[config.mk]
export PLATFORM = sky130hd
export DESIGN_NAME = fetch_stage
export DESIGN_NICKNAME = d
export VERILOG_FILES = /design/src/rtl/fetch_stage_pkg.sv /design/src/rtl/fetch_decode_reg.sv /design/src/rtl/fetch_stage.sv
export SDC_FILE = /design/constraint.sdc
export NUM_CORES = 1
export LEC_CHECK = 0
export BUFFER_PORTS_ARGS = -buffer_cell sky130_fd_sc_hd__buf_2
export CAP_MARGIN = 20
export CORE_MARGIN = 2
export CORE_UTILIZATION = 50
export DETAILED_ROUTE_END_ITERATION = 12
export GPL_ROUTABILITY_DRIVEN = 0
export HOLD_SLACK_MARGIN = 0.12
export PLACE_DENSITY_LB_ADDON = 0.15
export SYNTH_ARGS = -nofsm -noshare
export SYNTH_HDL_FRONTEND = slang
export SYNTH_SLANG_ARGS = --single-unit
[constraint.sdc]
create_clock -name clk -period 5.42 [get_ports clk]
set_clock_uncertainty 0.15 [all_clocks]
set_input_delay 0.271 -clock clk [delete_from_list [all_inputs] [get_ports clk]]
set_output_delay 0.271 -clock clk [all_outputs]
set_load 0.01 [all_outputs]
[src/rtl/fetch_stage_pkg.sv]
// Shared types for the fetch stage: stall/flush encodings, FSM states and the
// F/D pipeline register layout.
package fetch_stage_pkg;

  typedef enum logic {
    RUN   = 1'b0,
    STALL = 1'b1
  } stall_t;

  // Flush is active-low: FLUSH clears, KEEP leaves the register alone.
  typedef enum logic {
    FLUSH = 1'b0,
    KEEP  = 1'b1
  } flush_t;

  typedef enum logic [2:0] {
    IDLE  = 3'd0,
    ISSUE = 3'd1,
    WAIT  = 3'd2,
    HOLD  = 3'd3,
    DRAIN = 3'd4
  } fetch_state_t;

  typedef struct packed {
    logic        PCSrc;
    logic [31:0] Instruction;
    logic [31:0] PC;
    logic [31:0] WD3;
  } fetch_decode_t;

  function automatic logic [31:0] word_align(input logic [31:0] addr);
    return {addr[31:2], 2'b00};
  endfunction

endpackage

[src/rtl/fetch_decode_reg.sv]
// F/D pipeline register: flush beats stall, stall beats load; with neither
// stall nor load the contents stay but the valid flag drops.
module fetch_decode_reg
  import fetch_stage_pkg::*;
(
  input  logic          clk,
  input  logic          rst,
  input  logic          stall_i,
  input  logic          flush_i,
  input  logic          load_i,
  input  fetch_decode_t load_data_i,
  output fetch_decode_t fd_o,
  output logic          fd_valid_o
);

  fetch_decode_t fd_d;
  fetch_decode_t fd_q;
  logic          valid_d;
  logic          valid_q;

  // Next-state selection by priority
  always_comb begin
    fd_d    = fd_q;
    valid_d = valid_q;
    if (flush_i == FLUSH) begin
      fd_d    = '0;
      valid_d = 1'b0;
    end else if (stall_i == STALL) begin
      fd_d    = fd_q;
      valid_d = valid_q;
    end else if (load_i) begin
      fd_d    = load_data_i;
      valid_d = 1'b1;
    end else begin
      valid_d = 1'b0;
    end
  end

  // Register update
  always_ff @(posedge clk or posedge rst) begin
    if (rst) begin
      fd_q    <= '0;
      valid_q <= 1'b0;
    end else begin
      fd_q    <= fd_d;
      valid_q <= valid_d;
    end
  end

  assign fd_o       = fd_q;
  assign fd_valid_o = valid_q;

endmodule

[src/rtl/fetch_stage.sv]
// Instruction fetch stage: one outstanding memory request at a time, a
// one-entry hold buffer for words returning under decode stall, and redirects.
module fetch_stage
  import fetch_stage_pkg::*;
#(
  parameter logic [31:0] RESET_PC = 32'h0000_0000,
  parameter logic [31:0] PC_STEP  = 32'd4
)
(
  input  logic          clk,
  input  logic          rst,
  input  logic          StallF,
  input  logic          StallD,
  input  logic          FlushD,
  input  logic          PCSrc,
  input  logic [31:0]   BranchTarget,
  output logic          imem_req,
  output logic [31:0]   imem_addr,
  input  logic          imem_valid,
  input  logic [31:0]   imem_rdata,
  output fetch_decode_t fd_out,
  output logic          fd_valid,
  output logic          fetch_busy
);

  fetch_state_t  state_d;
  fetch_state_t  state_q;
  logic [31:0]   pc_d;
  logic [31:0]   pc_q;
  logic          hold_valid_d;
  logic          hold_valid_q;
  logic [31:0]   hold_instr_d;
  logic [31:0]   hold_instr_q;
  logic [31:0]   hold_pc_d;
  logic [31:0]   hold_pc_q;
  logic          fd_load_s;
  logic [31:0]   load_instr_s;
  logic [31:0]   load_pc_s;
  logic [31:0]   fetch_addr_s;
  fetch_decode_t fd_load_data_s;

  assign fetch_addr_s = word_align(pc_q);

  // FSM, PC and hold-buffer next state; a redirect overrides the PC last
  always_comb begin
    state_d      = state_q;
    pc_d         = pc_q;
    hold_valid_d = hold_valid_q;
    hold_instr_d = hold_instr_q;
    hold_pc_d    = hold_pc_q;
    fd_load_s    = 1'b0;
    load_instr_s = hold_instr_q;
    load_pc_s    = hold_pc_q;
    case (state_q)
      IDLE: begin
        state_d = ISSUE;
      end
      ISSUE: begin
        if (!PCSrc && (StallF == RUN)) begin
          state_d = WAIT;
        end else begin
          state_d = ISSUE;
        end
      end
      WAIT: begin
        if (imem_valid) begin
          if (PCSrc) begin
            state_d = ISSUE;
          end else if (StallD == RUN) begin
            fd_load_s    = 1'b1;
            load_instr_s = imem_rdata;
            load_pc_s    = fetch_addr_s;
            pc_d         = pc_q + PC_STEP;
            state_d      = ISSUE;
          end else begin
            hold_valid_d = 1'b1;
            hold_instr_d = imem_rdata;
            hold_pc_d    = fetch_addr_s;
            pc_d         = pc_q + PC_STEP;
            state_d      = HOLD;
          end
        end else if (PCSrc) begin
          state_d = DRAIN;
        end else begin
          state_d = WAIT;
        end
      end
      HOLD: begin
        if (PCSrc) begin
          hold_valid_d = 1'b0;
          state_d      = ISSUE;
        end else if (StallD == RUN) begin
          fd_load_s    = hold_valid_q;
          hold_valid_d = 1'b0;
          state_d      = ISSUE;
        end else begin
          state_d = HOLD;
        end
      end
      DRAIN: begin
        // The redirected-away response still has to come back before reissuing.
        if (imem_valid) begin
          state_d = ISSUE;
        end else begin
          state_d = DRAIN;
        end
      end
      default: begin
        state_d = IDLE;
      end
    endcase
    if (PCSrc) begin
      pc_d = word_align(BranchTarget);
    end else begin
      pc_d = pc_d;
    end
  end

  // State, PC and hold buffer registers
  always_ff @(posedge clk or posedge rst) begin
    if (rst) begin
      state_q      <= IDLE;
      pc_q         <= RESET_PC;
      hold_valid_q <= 1'b0;
      hold_instr_q <= 32'h0000_0000;
      hold_pc_q    <= 32'h0000_0000;
    end else begin
      state_q      <= state_d;
      pc_q         <= pc_d;
      hold_valid_q <= hold_valid_d;
      hold_instr_q <= hold_instr_d;
      hold_pc_q    <= hold_pc_d;
    end
  end

  always_comb begin
    fd_load_data_s.PCSrc       = 1'b0;
    fd_load_data_s.Instruction = load_instr_s;
    fd_load_data_s.PC          = load_pc_s;
    fd_load_data_s.WD3         = load_pc_s + 32'd8;
  end

  fetch_decode_reg u_fd_reg (
    .clk         (clk),
    .rst         (rst),
    .stall_i     (StallD),
    .flush_i     (FlushD),
    .load_i      (fd_load_s),
    .load_data_i (fd_load_data_s),
    .fd_o        (fd_out),
    .fd_valid_o  (fd_valid)
  );

  // A redirect in the same cycle would waste the request, so it is suppressed.
  assign imem_req   = (state_q == ISSUE) && (StallF == RUN) && !PCSrc;
  assign imem_addr  = fetch_addr_s;
  assign fetch_busy = (state_q == WAIT) || (state_q == DRAIN);

endmodule

==> results of run 1 <==
-- layout make-up --
| type | count | share of cell area |
|---|---|---|
| well taps | 234 | 0.0250 |
| inverters | 4 | 0.00160 |
| repair buffers | 273 | 0.150 |
| flip-flops and latches | 188 | 0.402 |
| clock inverters | 13 | 0.0114 |
| clock buffers | 18 | 0.0367 |
| multi-input cells | 648 | 0.373 |
-- cell families after synthesis --
family | synth area share
simple gates | 0.158
flops | 0.501
compound gates | 0.132
mux | 0.133
buf+inv | 0.0378
xor+xnor | 0.0345
fa+ha+maj | 0.00266
other cells | 0.000399
-- repair_timing --
action                                  4_1_cts  5_1_grt
hold endpoints to repair                    290        0
hold buffers                                 67        0
endpoints found under the setup margin        0        0
-- through the flow --
stage | std cells | total power, W
2_1_floorplan | 919 | 0.00193
3_3_place_gp | 1279 | 0.00208
3_5_place_dp | 1279 | 0.00209
4_1_cts | 1377 | 0.00334
5_1_grt | 1378 | 0.00347
6_report | 1378 | 0.00332
-- sequential cells by signal, summed over array words and instances, names as in the netlist --
name                 count
hold_pc_q               30
pc_q                    30
hold_valid_q             1
state_q                  3
hold_instr_q            32
u_fd_reg.fd_valid_o      1
u_fd_reg.fd_o           91
-- metal layers --
metal | vias up | wire length [µm] | global-route usage
met5 | - | 0 | 0
met4 | 0 | 213 | 0.0611
met3 | 13 | 1490 | 0.0459
met2 | 279 | 10500 | 0.341
met1 | 3664 | 12400 | 0.399
li1 | 3725 | - | -
-- synth_stat cells (2+ instances only) --
cell / count / area, µm²
o211ai_1: 8 / 60.1
a211o_1: 4 / 35.0
or3_1: 2 / 12.5
mux2i_1: 53 / 531
nor3_1: 11 / 55.1
mux2_2: 64 / 721
nand3_1: 46 / 230
nand2_1: 113 / 424
o21ai_0: 61 / 305
o22ai_1: 2 / 12.5
a21boi_0: 5 / 37.5
nand4_1: 27 / 169
o311ai_0: 6 / 52.6
buf_1: 5 / 18.8
nand2b_1: 6 / 37.5
nand3b_1: 3 / 22.5
inv_1: 4 / 15.0
nor3b_1: 4 / 30.0
dfrtp_1: 188 / 4700
xnor2_1: 10 / 87.6
nor2_1: 55 / 206
and3_1: 11 / 68.8
a21oi_1: 11 / 55.1
buf_2: 8 / 40.0
or4b_1: 2 / 20.0
nor2b_1: 7 / 43.8
a31o_2: 4 / 35.0
and2_1: 3 / 18.8
o211a_1: 26 / 260
clkbuf_1: 57 / 214
xor2_1: 27 / 236
a31oi_1: 8 / 50.1
and4_1: 9 / 78.8
buf_4: 9 / 67.6
a211oi_1: 34 / 255
ha_1: 2 / 25.0
-- critical path, stage by stage (launching register included) --
cell	delay (ps)
dfrtp_1	500
or4b_1	840
nor2_1	190
buf_4	250
nand2_1	100
nand2_1	90
ha_1	220
o2111ai_1	170
a222oi_1	400
buf_4	230
nand4b_1	130
xnor2_1	150
o21ai_0	80
-- path summary, 6_finish.rpt --
kind | from | end | slack (ps) | cells past startpoint
worst max-delay path | state_q[2]$_DFF_PP0_ | u_fd_reg.fd_o[31]$_DFFE_PP0P_ | 1760 | 12
max in group asynchronous | rst | u_fd_reg.fd_o[46]$_DFFE_PP0P_ | 3760 | 4
worst min-delay path | hold_pc_q[2]$_DFFE_PP0P_ | hold_pc_q[2]$_DFFE_PP0P_ | 340 | 2
worst min register to register | hold_pc_q[2]$_DFFE_PP0P_ | hold_pc_q[2]$_DFFE_PP0P_ | 340 | 2
min in group asynchronous | rst | u_fd_reg.fd_o[56]$_DFFE_PP0P_ | 410 | 4
worst max register to register | state_q[2]$_DFF_PP0_ | u_fd_reg.fd_o[31]$_DFFE_PP0P_ | 1760 | 12
-- power groups by stage --
stage	Clock (W)	Sequential [W]	Combinational (W)
after floorplan	0	0.00164	0.000287
after global placement	0	0.00166	0.000422
after detailed placement	0	0.00166	0.000429
after CTS	0.00124	0.00164	0.000468
after global routing	0.00130	0.00166	0.000516
final	0.00121	0.00164	0.000467
==> results.yml, run 1 <==
outcome:
  status: "complete, no violations"
logic_synthesis:
  synthDistinctLibCells: 54
  ys_seq_area_frac: 0.501
  yosys_warnings: 0
  synth_edf_count: 0
  synth_area_um2: 9390
  postSynth.asyncResetShare: 1.00
  synth_ff_type: "dfrtp_1"
  syn_inst: 913
  syn_area_per_cell_um2: 10.3
  ys_seq_elements: 188
power:
  vdd.ir_drop.worst_v: 0.000236
  leakage_nw: 5.81
  seq_power_share: 0.494
  switching_share: 0.282
  powerDensity_nw_per_um2: 284
  p_sw_w: 0.000937
  pwr-share-clk: 0.365
  internal-power_w: 0.00239
  combPwrFrac: 0.141
global_route:
  grt_pass1_vias: 7097
  grt_overflow: 0
  grt_pass1_wl_um: 39000
  antenna_found_initial: 0
  grt_max_degree: 189
  track_usage: 0.247
routing:
  drt_iter0_drc: 617
  vias_per_cell: 5.57
  drt_pre_antenna_iters: 7
  drt-wirelength-per-cell_um: 17.8
  drc_errors: 0
  ant_nets: 0
  wirelength_um: 24600
  vias: 7681
sta:
  finalMaxSlewViolations: 0
  maxSlewHeadroom: 0.223
  post-route-min-period_ps: 3660
  setup_viol: 0
  setup_tns_ps: 0
  finalWorstSetupSlack_ps: 1760
  max_freq_mhz: 273
  tightest_slew_ps: 1170
  hold_violations: 0
  whs_ps: 338
  timing.final.crit_share: 0.675
  rsz0062_at_grt: "no"
floorplan:
  chipHeight_um: 141
  die-area_um2: 19900
  start_util: 0.505
  pin_count: 203
  rows: 50
  core-area_um2: 18600
  die_w_um: 141
placement:
  dp_slack_ps: 1510
  placed_area_um2: 10500
  dp_hpwl_um: 16100
  numPortBuffers: 193
cells_and_area:
  multi_input_comb_area_um2: 4370
  postLayoutCoreUtil: 0.630
  final_cell_mix: "buf_2 (193), dfrtp_1 (188), nand2_1 (112), dlygate4sd3_1 (67), mux2_2 (64)"
  layout_commonest_cell: "buf_2"
  area_growth_pct: 24.7
  drive_gt1_frac: 0.271
  n_fill_cell: 1580
  design_area_um2: 11700
  seq_area_um2: 4700
  antenna_cells: 0
  nets: 1205
worst_hold_path:
  worst_hold_path_type: "reg -> reg"
cts:
  clock_latency_ps: 440
  cts_tree: "yes"
  ctsResizeCount: 0
  cts.path.max_buffers: 2
  cts-root-buf: "clkbuf_16"
  post_cts_buffers: 0
  cts.reportedPaths.clkPinSlew_ps: 70
  clock-sinks: 188
  cts-htree-levels: 4
  cts_inserted_buffers: 17
run:
  max_cap_viol_count: 0
worst_setup_path:
  worstPathMaxFanout: 18
  end_kind: "flip-flop"
  cp.required_ps: 5540
  critPathArrivalTime_ps: 3780
  critPathKind: "reg -> reg"
  start_kind: "flip-flop"
No activity file was read; power rests on OpenSTA's default activity.
==> inputs of run 2 (changes only) <==
Settings changed: CORE_UTILIZATION 50 to 55.
Clock period 5.42 ns to 3.42 ns, I/O delays scaled along.
==> run 2 against run 1 <==
  * Via count rose by 3.5%
  * First-iteration DRC count rose by 22%
  * Hold slack got worse by 190 ps
  * Sequential share of layout area fell by 0.64 points
  * Critical path depth fell by 1
  * Clock power rose by 75%
  * Largest cell class unchanged
  * Largest power group unchanged
==> results.yml, run 2 (synthesis gave the netlist of run 1 again) <==
floorplan:
  die-area_um2: 18100
  chipHeight_um: 135
  start_util: 0.564
  pin_count: 203
  rows: 47
  core-area_um2: 16600
  die_w_um: 135
cells_and_area:
  design_area_um2: 11900
  final_cell_mix: "buf_2 (193), dfrtp_1 (188), nand2_1 (112), dlygate4sd3_1 (67), mux2_2 (64)"
  area_growth_pct: 26.7
  nets: 1219
  n_fill_cell: 1214
  largest_reg_flops: 91
  seq_area_um2: 4700
  multi_input_comb_area_um2: 4370
  antenna_cells: 0
  layout_commonest_cell: "buf_2"
  drive_gt1_frac: 0.280
  final_cells: 1378
power:
  seq_power_share: 0.474
  power_w: 0.00548
  internal-power_w: 0.00403
  powerDensity_nw_per_um2: 461
  leakage_nw: 5.93
  pwr-share-clk: 0.386
  combPwrFrac: 0.140
  switching_share: 0.266
  vdd.ir_drop.worst_v: 0.000350
  p_sw_w: 0.00146
cts:
  ctsResizeCount: 0
  clock_latency_ps: 430
  cts-htree-levels: 4
  cts.path.max_buffers: 2
  cts_inserted_buffers: 17
  cts_tree: "yes"
  clock-sinks: 188
  cts.reportedPaths.clkPinSlew_ps: 70
  cts-root-buf: "clkbuf_16"
sta:
  timing.final.crit_share: 0.925
  setup_tns_ps: 0
  max_freq_mhz: 316
  finalMaxSlewViolations: 0
  setup_viol: 0
  rsz0062_at_grt: "no"
  maxSlewHeadroom: 0.464
  tightest_slew_ps: 803
  post-route-min-period_ps: 3160
  hold_violations: 0
worst_setup_path:
  start_kind: "flip-flop"
  cp.required_ps: 3620
  r2r_setup_slack_ps: 260
  end_kind: "flip-flop"
  critPathKind: "reg -> reg"
  worstPathMaxFanout: 11
  critPathArrivalTime_ps: 3360
  r2r.worst_path.cells: 11
routing:
  vias: 7951
  drc_errors: 0
  wl_met2_um: 10700
  drt-wirelength-per-cell_um: 18.0
  met1_length_um: 12000
  vias_per_cell: 5.77
  ant_nets: 0
  drt_iter0_drc: 750
  wl_met3_um: 1750
  highest_layer: "met4"
  drt_pre_antenna_iters: 7
  wirelength_um: 24800
placement:
  dp_hpwl_um: 16400
  dp_cells: 1279
  numPortBuffers: 193
  placed_area_um2: 10600
global_route:
  grt_pass1_wl_um: 40000
  antenna_found_initial: 0
  grt_overflow: 0
  grt_pass1_vias: 7459
  grt_max_degree: 126
  track_usage: 0.278
run:
  max_cap_viol_count: 0
outcome:
  status: "complete, no violations"
worst_hold_path:
  worst_hold_path_type: "in -> reg"
  min_path_cells: 5
## run 2: power by group through the flow
stage                     clock [W]  sequential [W]  combinational [W]
after floorplan                   0         0.00260           0.000455
after global placement            0         0.00262           0.000685
after detailed placement          0         0.00263           0.000701
after CTS                   0.00215         0.00259           0.000762
after global routing        0.00225         0.00262           0.000849
final                       0.00212         0.00260           0.000769
## run 2: cell type report
cell class,instances,share of cell area
inverters,4,0.00158
clock inverters,12,0.0156
multi-input cells,648,0.367
flip-flops and latches,188,0.395
repair buffers,287,0.160
clock buffers,19,0.0372
well taps,220,0.0231
## run 2: layer usage
layer / up-vias / track usage
li1: 3759 / -
met5: - / 0
met4: 0 / 0.0702
met1: 3840 / 0.436
met3: 32 / 0.0574
met2: 320 / 0.395
## run 2: path summary, 6_finish.rpt
| kind | startpoint | to |
|---|---|---|
| worst max-delay path | state_q[2]$_DFF_PP0_ | u_fd_reg.fd_o[31]$_DFFE_PP0P_ |
| worst min-delay path | PCSrc | u_fd_reg.fd_o[36]$_DFFE_PP0P_ |
| worst max register to register | state_q[2]$_DFF_PP0_ | u_fd_reg.fd_o[31]$_DFFE_PP0P_ |
| worst min register to register | hold_instr_q[17]$_DFFE_PP0P_ | hold_instr_q[17]$_DFFE_PP0P_ |
| max in group asynchronous | rst | pc_q[24]$_DFFE_PP0P_ |
| min in group asynchronous | rst | u_fd_reg.fd_o[85]$_DFFE_PP0P_ |
## run 2: repair_timing
item | in CTS | in global routing
endpoints found under the hold margin | 139 | 9
buffers inserted | 0 | 0
hold buffers | 66 | 1
## run 2: critical path: stages (launching register included)
cell,delay (ps)
dfrtp_1,480
or4b_1,590
nor2_1,250
nand2_1,110
nand2_1,80
ha_1,200
o2111ai_1,150
a222oi_1,410
buf_4,240
nand4b_1,120
xnor2_1,150
o21ai_0,150
## run 2: per-stage QoR
stage | util | worst slack, ps | hold WS [ps]
6_report | 0.715 | 258 | 146
5_1_grt | 0.715 | 0.764 | 210
4_1_cts | 0.713 | 290 | 131
3_5_place_dp | 0.636 | 312 | 230
3_3_place_gp | 0.636 | 332 | 226
2_1_floorplan | - | 109 | 94.5
==> inputs of run 3 (changes only) <==
Settings changed: BUFFER_PORTS_ARGS -buffer_cell sky130_fd_sc_hd__buf_2 to -buffer_cell sky130_fd_sc_hd__clkbuf_2.
==> run 3 against run 2 <==
  * Fmax grew 1.6%
  * Clock power shrank 7%
  * First-iteration DRC count shrank 23%
  * Final area shrank 0.96%
  * Via count shrank 1.1%
  * Wire length shrank 1.2%
  * Sequential share of layout area grew 0.38 points
  * Sequential power is essentially flat
  * Die area is the same
  * Critical endpoint unchanged
  * Largest power group unchanged
==> results.yml, run 3 (synthesis gave the netlist of run 1 again) <==
floorplan:
  die-area_um2: 18100
  rows: 47
  start_util: 0.564
  chipHeight_um: 135
  pin_count: 203
  die_w_um: 135
  core-area_um2: 16600
power:
  combPwrFrac: 0.142
  seq_power_share: 0.489
  p_sw_w: 0.00146
  leakage_nw: 5.80
  pwr-share-clk: 0.369
  internal-power_w: 0.00387
  powerDensity_nw_per_um2: 452
  switching_share: 0.274
  vdd.ir_drop.worst_v: 0.000353
placement:
  numPortBuffers: 193
  dp_hpwl_um: 16300
  placed_area_um2: 10500
worst_setup_path:
  cp.required_ps: 3630
  slowest_stage: "or4b_1"
  worstPathCellList: "or4b_1 > nor2_1 > nand2_1 > nand2_1 > ha_1 > o2111ai_1 > a222oi_1 > buf_4 > nand4b_1 > xnor2_1 > o21ai_0"
  r2r_setup_slack_ps: 310
  critPathArrivalTime_ps: 3320
  reg2reg_from: "state_q[2]$_DFF_PP0_"
  crit_top_cell: "nand2_1"
  r2r.worst_path.cells: 11
  critPathLaunch: "state_q[2]$_DFF_PP0_"
  start_kind: "flip-flop"
  end_kind: "flip-flop"
  worstPathMaxFanout: 11
  critPathMaxStageDelay_ps: 600
  critPathKind: "reg -> reg"
  worstReg2RegEnd: "u_fd_reg.fd_o[31]$_DFFE_PP0P_"
sta:
  maxSlewHeadroom: 0.497
  hold_violations: 0
  rsz0062_at_grt: "no"
  setup_tns_ps: 0
  timing.final.crit_share: 0.910
  finalMaxSlewViolations: 0
  tightest_slew_ps: 754
  max_freq_mhz: 321
  setup_viol: 0
  post-route-min-period_ps: 3110
  whs_ps: 175
cts:
  cts.path.max_buffers: 2
  cts.reportedPaths.clkPinSlew_ps: 70
  clock_latency_ps: 440
  cts_inserted_buffers: 17
  cts_tree: "yes"
  cts-root-buf: "clkbuf_16"
  cts-htree-levels: 4
  clock-sinks: 188
  ctsResizeCount: 0
cells_and_area:
  final_cell_mix: "clkbuf_2 (193), dfrtp_1 (188), nand2_1 (112), dlygate4sd3_1 (66), mux2_2 (64)"
  layout_commonest_cell: "clkbuf_2"
  design_area_um2: 11800
  nets: 1212
  area_growth_pct: 25.5
  largest_reg_flops: 91
  antenna_cells: 0
  n_fill_cell: 1298
  drive_gt1_frac: 0.276
global_route:
  grt_pass1_vias: 7325
  grt_max_degree: 126
  track_usage: 0.276
  grt_pass1_wl_um: 39500
  grt_overflow: 0
  antenna_found_initial: 0
run:
  max_cap_viol_count: 0
routing:
  vias: 7867
  drt_iter0_drc: 574
  drt-wirelength-per-cell_um: 17.9
  drt_pre_antenna_iters: 4
  drc_errors: 0
  ant_nets: 0
  vias_per_cell: 5.74
  wirelength_um: 24500
outcome:
  status: "complete, no violations"
worst_hold_path:
  hold_end: "u_fd_reg.fd_o[36]$_DFFE_PP0P_"
  worst_hold_path_type: "in -> reg"
  min_path_cells: 5
  hp-start: "PCSrc"
-- run 3: cell count changes in the layout (fill, tap and decap cells not counted), moves of 2 or more --
cell,previous run,this run
bufinv_16,4,2
clkinv_4,2,4
buf_4,22,17
clkbuf_2,0,193
buf_2,193,0
-- run 3: power groups by stage --
stage | registers (W) | clock network, W | logic (W)
floorplan | 0.00260 | 0 | 0.000455
global placement | 0.00263 | 0 | 0.000677
global route | 0.00263 | 0.00208 | 0.000835
detailed placement | 0.00264 | 0 | 0.000692
finish | 0.00260 | 0.00197 | 0.000757
CTS | 0.00260 | 0.00201 | 0.000754
-- run 3: final cells by class --
type / instances / area, µm² / share of cell area
Sequential cell: 188 / 4700 / 0.399
Multi-Input combinational cell: 648 / 4370 / 0.371
Timing Repair Buffer: 280 / 1830 / 0.156
Clock buffer: 19 / 443 / 0.0376
Tap cell: 220 / 275 / 0.0234
Clock inverter: 12 / 139 / 0.0118
Inverter: 4 / 18.8 / 0.00159
-- run 3: critical path: cells and delay by family (launching register included) --
kind                       cells  cell delay, ps
and+or+nand+nor                5            1130
AOI/OAI and AO/OA              3             690
DFF                            1             480
adders and majority gates      1             220
buffers and inverters          1             220
xor gates and xnor gates       1             140
-- run 3: repair_timing --
action | 4_1_cts | 5_1_grt
hold endpoints to repair | 241 | 0
hold buffers | 66 | 0
buffers inserted | 0 | 0
-- run 3: per-layer routing --
metal  up-vias  wire [µm]  share of wire  track usage
li1       3737          -              -            -
met5         -          0              0            0
met1      3802      11800           0.48        0.429
met2       300      10700           0.44        0.397
met3        28       1660          0.068       0.0544
met4         0        354          0.014       0.0696
-- run 3: worst max-delay path by stage --
stage,cells past startpoint,end
4_1_cts,11,u_fd_reg.fd_o[31]$_DFFE_PP0P_
5_1_grt,7,u_fd_reg.fd_o[28]$_DFFE_PP0P_
3_5_place_dp,11,u_fd_reg.fd_o[31]$_DFFE_PP0P_
6_report,11,u_fd_reg.fd_o[31]$_DFFE_PP0P_
2_1_floorplan,15,u_fd_reg.fd_o[31]$_DFFE_PP0P_
3_3_place_gp,11,u_fd_reg.fd_o[31]$_DFFE_PP0P_
-- run 3: through the flow --
step,instances,power (W),worst slack [ps],util
detailed placement,1274,0.00333,353,0.633
floorplan,919,0.00305,109,-
finish,1371,0.00532,308,0.708
global route,1371,0.00555,82.3,0.708
global placement,1274,0.00331,416,0.633
CTS,1371,0.00536,324,0.708
